==> config.mk <==
export PLATFORM = sky130hd
export DESIGN_NAME = uart_tx
export DESIGN_NICKNAME = d
export VERILOG_FILES = /design/src/rtl/uart_tx.sv
export SDC_FILE = /design/constraint.sdc
export NUM_CORES = 1
export LEC_CHECK = 0
export ABC_AREA = 1
export CORE_MARGIN = 2
export CORE_UTILIZATION = 49
export DETAILED_ROUTE_END_ITERATION = 16
export PLACE_DENSITY = 0.75
export SYNTH_ARGS = -nofsm -noshare
export SYNTH_HDL_FRONTEND = slang
export SYNTH_SLANG_ARGS = --single-unit
==> constraint.sdc <==
create_clock -name clk -period 1.6 [get_ports clk]
set_clock_uncertainty 0.05 [all_clocks]
set_input_delay 0.32 -clock clk [delete_from_list [all_inputs] [get_ports clk]]
set_output_delay 0.32 -clock clk [all_outputs]
set_load 0.01 [all_outputs]
==> src/rtl/uart_tx.sv <==
// rtl/uart_tx.sv - serial UART transmitter (start bit, D_W data bits LSB first, stop bit)
//
// Purpose:
//   Accepts a D_W-bit word through a start/busy handshake and shifts it out as
//   one frame on tx_data. Bit timing comes from an external baud tick
//   generator, which this block enables through baud_en for the duration of
//   a frame. Every bit lasts B_TICK baud ticks.
//
// Parameters:
//   D_W     data word width in bits (>= 2)
//   B_TICK  baud ticks per bit period (>= 2)
//
// Ports:
//   clk       in   system clock, rising edge
//   rst       in   synchronous active-high reset
//   baud_clk  in   one-clk-wide baud tick enable from the tick generator
//   in_data   in   word to send, sampled only when a start is accepted
//   tx_start  in   request to send in_data (ignored unless idle)
//   tx_data   out  serial line, idle high
//   baud_en   out  runs the baud tick generator while a frame is in flight
//   tx_busy   out  high from the cycle after acceptance to the end of stop
//   tx_done   out  one-clk pulse when a frame completes

module uart_tx #(
  parameter int D_W    = 8,
  parameter int B_TICK = 16
) (
  input  logic           clk,
  input  logic           rst,
  input  logic           baud_clk,
  input  logic [D_W-1:0] in_data,
  input  logic           tx_start,
  output logic           tx_data,
  output logic           baud_en,
  output logic           tx_busy,
  output logic           tx_done
);

  // Counter widths; guarded so a degenerate parameter never yields a 0-bit vector.
  localparam int TW = (B_TICK > 1) ? $clog2(B_TICK) : 1;
  localparam int BW = (D_W > 1) ? $clog2(D_W) : 1;

  // Terminal values fit exactly in TW/BW bits even for power-of-two
  // parameters, so the compare never needs a wider counter.
  localparam logic [TW-1:0] TICK_LAST = TW'(B_TICK - 1);
  localparam logic [TW-1:0] TICK_ONE  = TW'(1);
  localparam logic [BW-1:0] BIT_LAST  = BW'(D_W - 1);
  localparam logic [BW-1:0] BIT_ONE   = BW'(1);

  typedef enum logic [1:0] {
    IDLE  = 2'd0,
    START = 2'd1,
    DATA  = 2'd2,
    STOP  = 2'd3
  } state_t;

  state_t         state_q, state_d;
  logic [TW-1:0]  tick_q,  tick_d;
  logic [BW-1:0]  bit_q,   bit_d;
  logic [D_W-1:0] shift_q, shift_d;
  logic           tx_data_q, tx_data_d;
  logic           baud_en_q, baud_en_d;
  logic           busy_q,    busy_d;
  logic           done_q,    done_d;

  logic tick_last;
  logic bit_last;

  assign tick_last = (tick_q == TICK_LAST);
  assign bit_last  = (bit_q == BIT_LAST);

  // State and all output registers; outputs never see inputs combinationally.
  always_ff @(posedge clk) begin
    if (rst) begin
      state_q   <= IDLE;
      tick_q    <= '0;
      bit_q     <= '0;
      shift_q   <= '0;
      tx_data_q <= 1'b1;
      baud_en_q <= 1'b0;
      busy_q    <= 1'b0;
      done_q    <= 1'b0;
    end else begin
      state_q   <= state_d;
      tick_q    <= tick_d;
      bit_q     <= bit_d;
      shift_q   <= shift_d;
      tx_data_q <= tx_data_d;
      baud_en_q <= baud_en_d;
      busy_q    <= busy_d;
      done_q    <= done_d;
    end
  end

  // Next-state and next-output logic. Every target holds its value unless a
  // baud tick or an accepted start moves it; tx_done defaults low so it can
  // only ever be a single-cycle pulse.
  always_comb begin
    state_d   = state_q;
    tick_d    = tick_q;
    bit_d     = bit_q;
    shift_d   = shift_q;
    tx_data_d = tx_data_q;
    baud_en_d = baud_en_q;
    busy_d    = busy_q;
    done_d    = 1'b0;

    unique case (state_q)
      IDLE: begin
        tx_data_d = 1'b1;
        busy_d    = 1'b0;
        baud_en_d = 1'b0;
        // The start bit goes on the line in the same edge that accepts the
        // word, so acceptance latency is a single clock.
        if (tx_start) begin
          shift_d   = in_data;
          tick_d    = '0;
          bit_d     = '0;
          baud_en_d = 1'b1;
          busy_d    = 1'b1;
          tx_data_d = 1'b0;
          state_d   = START;
        end
      end

      START: begin
        if (baud_clk) begin
          if (tick_last) begin
            tick_d    = '0;
            tx_data_d = shift_q[0];
            state_d   = DATA;
          end else begin
            tick_d = tick_q + TICK_ONE;
          end
        end
      end

      DATA: begin
        if (baud_clk) begin
          if (tick_last) begin
            tick_d = '0;
            if (bit_last) begin
              tx_data_d = 1'b1;
              state_d   = STOP;
            end else begin
              // The next bit is shift_q[1]; drive it now so the line changes
              // on the same edge the register shifts.
              shift_d   = {1'b0, shift_q[D_W-1:1]};
              tx_data_d = shift_q[1];
              bit_d     = bit_q + BIT_ONE;
            end
          end else begin
            tick_d = tick_q + TICK_ONE;
          end
        end
      end

      STOP: begin
        if (baud_clk) begin
          if (tick_last) begin
            tick_d    = '0;
            baud_en_d = 1'b0;
            busy_d    = 1'b0;
            done_d    = 1'b1;
            state_d   = IDLE;
          end else begin
            tick_d = tick_q + TICK_ONE;
          end
        end
      end

      default: begin
        state_d = IDLE;
      end
    endcase
  end

  assign tx_data = tx_data_q;
  assign baud_en = baud_en_q;
  assign tx_busy = busy_q;
  assign tx_done = done_q;

endmodule

==> results.md <==
- Status: finished clean
- Tmin final: 1.572 ns
- Synthesis-stage register bit count: 20
- Hold Path Sink: tick_q[1]
- Overall power after layout: 3.063 mW
- Worst Path Required: ~1.8 ns
- CTS tree: built
- First-pass GRT wire length: approximately 4300 um
- Area growth, synth to finish: 26.69%
- Fin area: roughly 0.0016 mm^2
- Setup Slack @ Placement: -0.1231 ns
- Vias: between 1000 and 1500
- PwrDens: approximately 2000 mW/mm^2
- All-Layer GR Usage: 0.1972
- Max Cap Viol: 0
- Die height: roughly 54 um
- Fin cells: 246
- Die width: 54.26 um
- Initial Utilization: 0.5087
- Port bufs: 15
- R2r endpoint: bit_q[0]
- Clk sinks: 20
- Hold WS: 0.4475 ns
- Fmax achieved: roughly 0.64 GHz
- Detailed Route Iter0 Violations: 34
- Commonest non-fill, non-tap cell in the layout: nand2_1
- Clk root buf: clkbuf_4
- Max clock buf depth: 2
- Least-Margin Pin Slew: ~0.34 ns
- Hold crit path type: flip-flop to flip-flop
- Synth cell types: 21
- Core area: between 0.002 and 0.0025 mm^2
- Post-placement cell area: around 0.0015 mm^2
- Nets: ~240
- Initial antenna violation count: 0
- GP Congestion: 0.8693
- Largest net degree at the start of global routing: 22
- Worst path arrival time: around 1.8 ns
- Post-layout util: 0.6445
- R2R depth: 8
- Sum Neg Setup Slack: 0 ns
- Most frequent cell on the critical path: nand2_1
- Average wire per standard cell: about 11 um
- Leakage: between 0.7 and 0.8 nW
- DRT Pass-1 Iters: 4
- Remaining antenna violation count: 0
- Most frequent cells in the layout: nand2_1 (57), nor2_1 (35), inv_1 (24)
- Worst path slowest cell: dfxtp_1
- CP bufs+invs: 0
- Critical hold path startpoint: tick_q[1]
- Core Rows: 18
- Synthesized area per cell: roughly 6.5 um^2
- Hold Path Cell Cnt: 2
- DP HPWL: slightly below 2000 um
- Routed Wire Length: about 2800 um
- Layout cells sized above 1: 0.1435
- Pins over their slew limit: 0
- Cells after DPL: about 240
- Setup ws final: approximately 0.028 ns
- CP endpoint kind: flip-flop
- Worst vdd ir: around 1.3 mV
- Critical path's top delay family: simple AND/OR/NAND/NOR gates
- CP startpoint: bit_q[0]
- Worst-path clk slew: 0.12 ns
- DRC Markers: 0
- Max Fanout on Critical Path: 6
- Worst R2R Setup Slack: 0.03 ns
- Latest clock arrival within the worst-skew pair: 0.30 ns
- IO Pins: 16
- DR vias/cell: a little under 5
- CP startpoint kind: flip-flop
- Worst R2R Start: bit_q[0]
- Number of global-route vias before repair: between 1000 and 1500
- CTS Buf Count: 3
- Fin. Hold Viols: 0
- Full die area: around 0.003 mm^2
- H-tree levels: 1
- ANT cells: 0
- Syn Nets: around 210
- Post-synthesis cell count: 190
- Final Setup Violations: 0
- Total grt overflow: 0
- Synth warn: 0
- CP Class: flip-flop to flip-flop
- Cell Area, Synth: about 0.0012 mm^2
- Max-slew headroom: 0.7720
- Crit share post-route: 0.9825
- Sequential share of the synthesized area: 0.3236
- Crit-path cells: ha_1 > ha_1 > nand2_1 > o21ai_2 > nand3b_4 > nand2_1 > nand2_1 > nor2_1
- Max incr delay on CP: between 0.3 and 0.4 ns
## worst max path at each step
stage,end,cells after the start
6_report,bit_q[0],8
2_1_floorplan,bit_q[0],9
4_1_cts,bit_q[0],9
5_1_grt,bit_q[0],8
3_5_place_dp,bit_q[0],9
3_3_place_gp,shift_q[7],8
## Yosys cell counts
library cell   n  share of area
ha_1          10           0.10
buf_6          2          0.018
buf_2          1         0.0040
a21oi_1        8          0.032
nand3_1        7          0.028
nor3_1         1         0.0040
buf_4          2          0.012
nor4_1         1         0.0051
nor2_1        35           0.11
nand3b_1       2          0.012
inv_1         27          0.082
nand2_4        1         0.0091
nand3b_4       1          0.016
clkbuf_1       1         0.0030
nand2_1       57           0.17
nand3_4        1          0.014
o21ai_1        1         0.0040
nand4_1        2          0.010
a31oi_1        1         0.0051
dfxtp_1       20           0.32
o21ai_0        9          0.036
## cells by family after synthesis
kind of cell               synth area share
adders and majority gates            0.1011
and+or+nand+nor                      0.3782
buffers and inverters                0.1193
DFF                                  0.3236
AOI/OAI and AO/OA                   0.07785
## layer usage
| metal | vias up | wire length, um | GRT usage |
|---|---|---|---|
| met5 | - | 0 | 0 |
| met4 | 0 | 45 | 0.07917 |
| met3 | 6 | 127 | 0.02459 |
| met2 | 33 | 1399 | 0.3394 |
| met1 | 526 | 1215 | 0.2483 |
| li1 | 641 | - | - |
## area by class of cell
cell class / count / area [um^2]
fill: 221 / 864.6
multi-input combinational: 139 / 758.2
sequential: 20 / 402.9
timing repair buffer: 26 / 231.5
inverter: 27 / 101.3
tap: 30 / 37.54
clock buffer: 4 / 36.28
## report_power, final
| part | switching, mW | internal, mW | total [mW] |
|---|---|---|---|
| logic | 1.16 | 0.832 | 1.99 |
| registers | 0.0851 | 0.687 | 0.772 |
| clock network | 0.159 | 0.139 | 0.298 |
## sequential cells by signal, indices dropped and copies added, names as in the netlist
signal / flops
tx_busy: 1
tx_done: 1
tx_data: 1
state_q: 2
tick_q: 4
shift_q: 8
bit_q: 3
## worst reg2reg max path, cell delays in order (launching register included)
cell and delay [ns]:
dfxtp_1 0.33, ha_1 0.19, ha_1 0.21, nand2_1 0.11, o21ai_2 0.09, nand3b_4 0.20, nand2_1 0.09, nand2_1 0.06
nor2_1 0.16
## what timing repair did
action / 4_1_cts / 5_1_grt
resized for setup: 2 / 13
hold endpoints to repair: 0 / 0
buffers inserted: 0 / 1
endpoints found under the setup margin: 3 / 14
cloned: 0 / 2
hold buffers: 0 / 0
pin swaps: 1 / 2
Note: power is estimated with default switching activity, not from simulation.
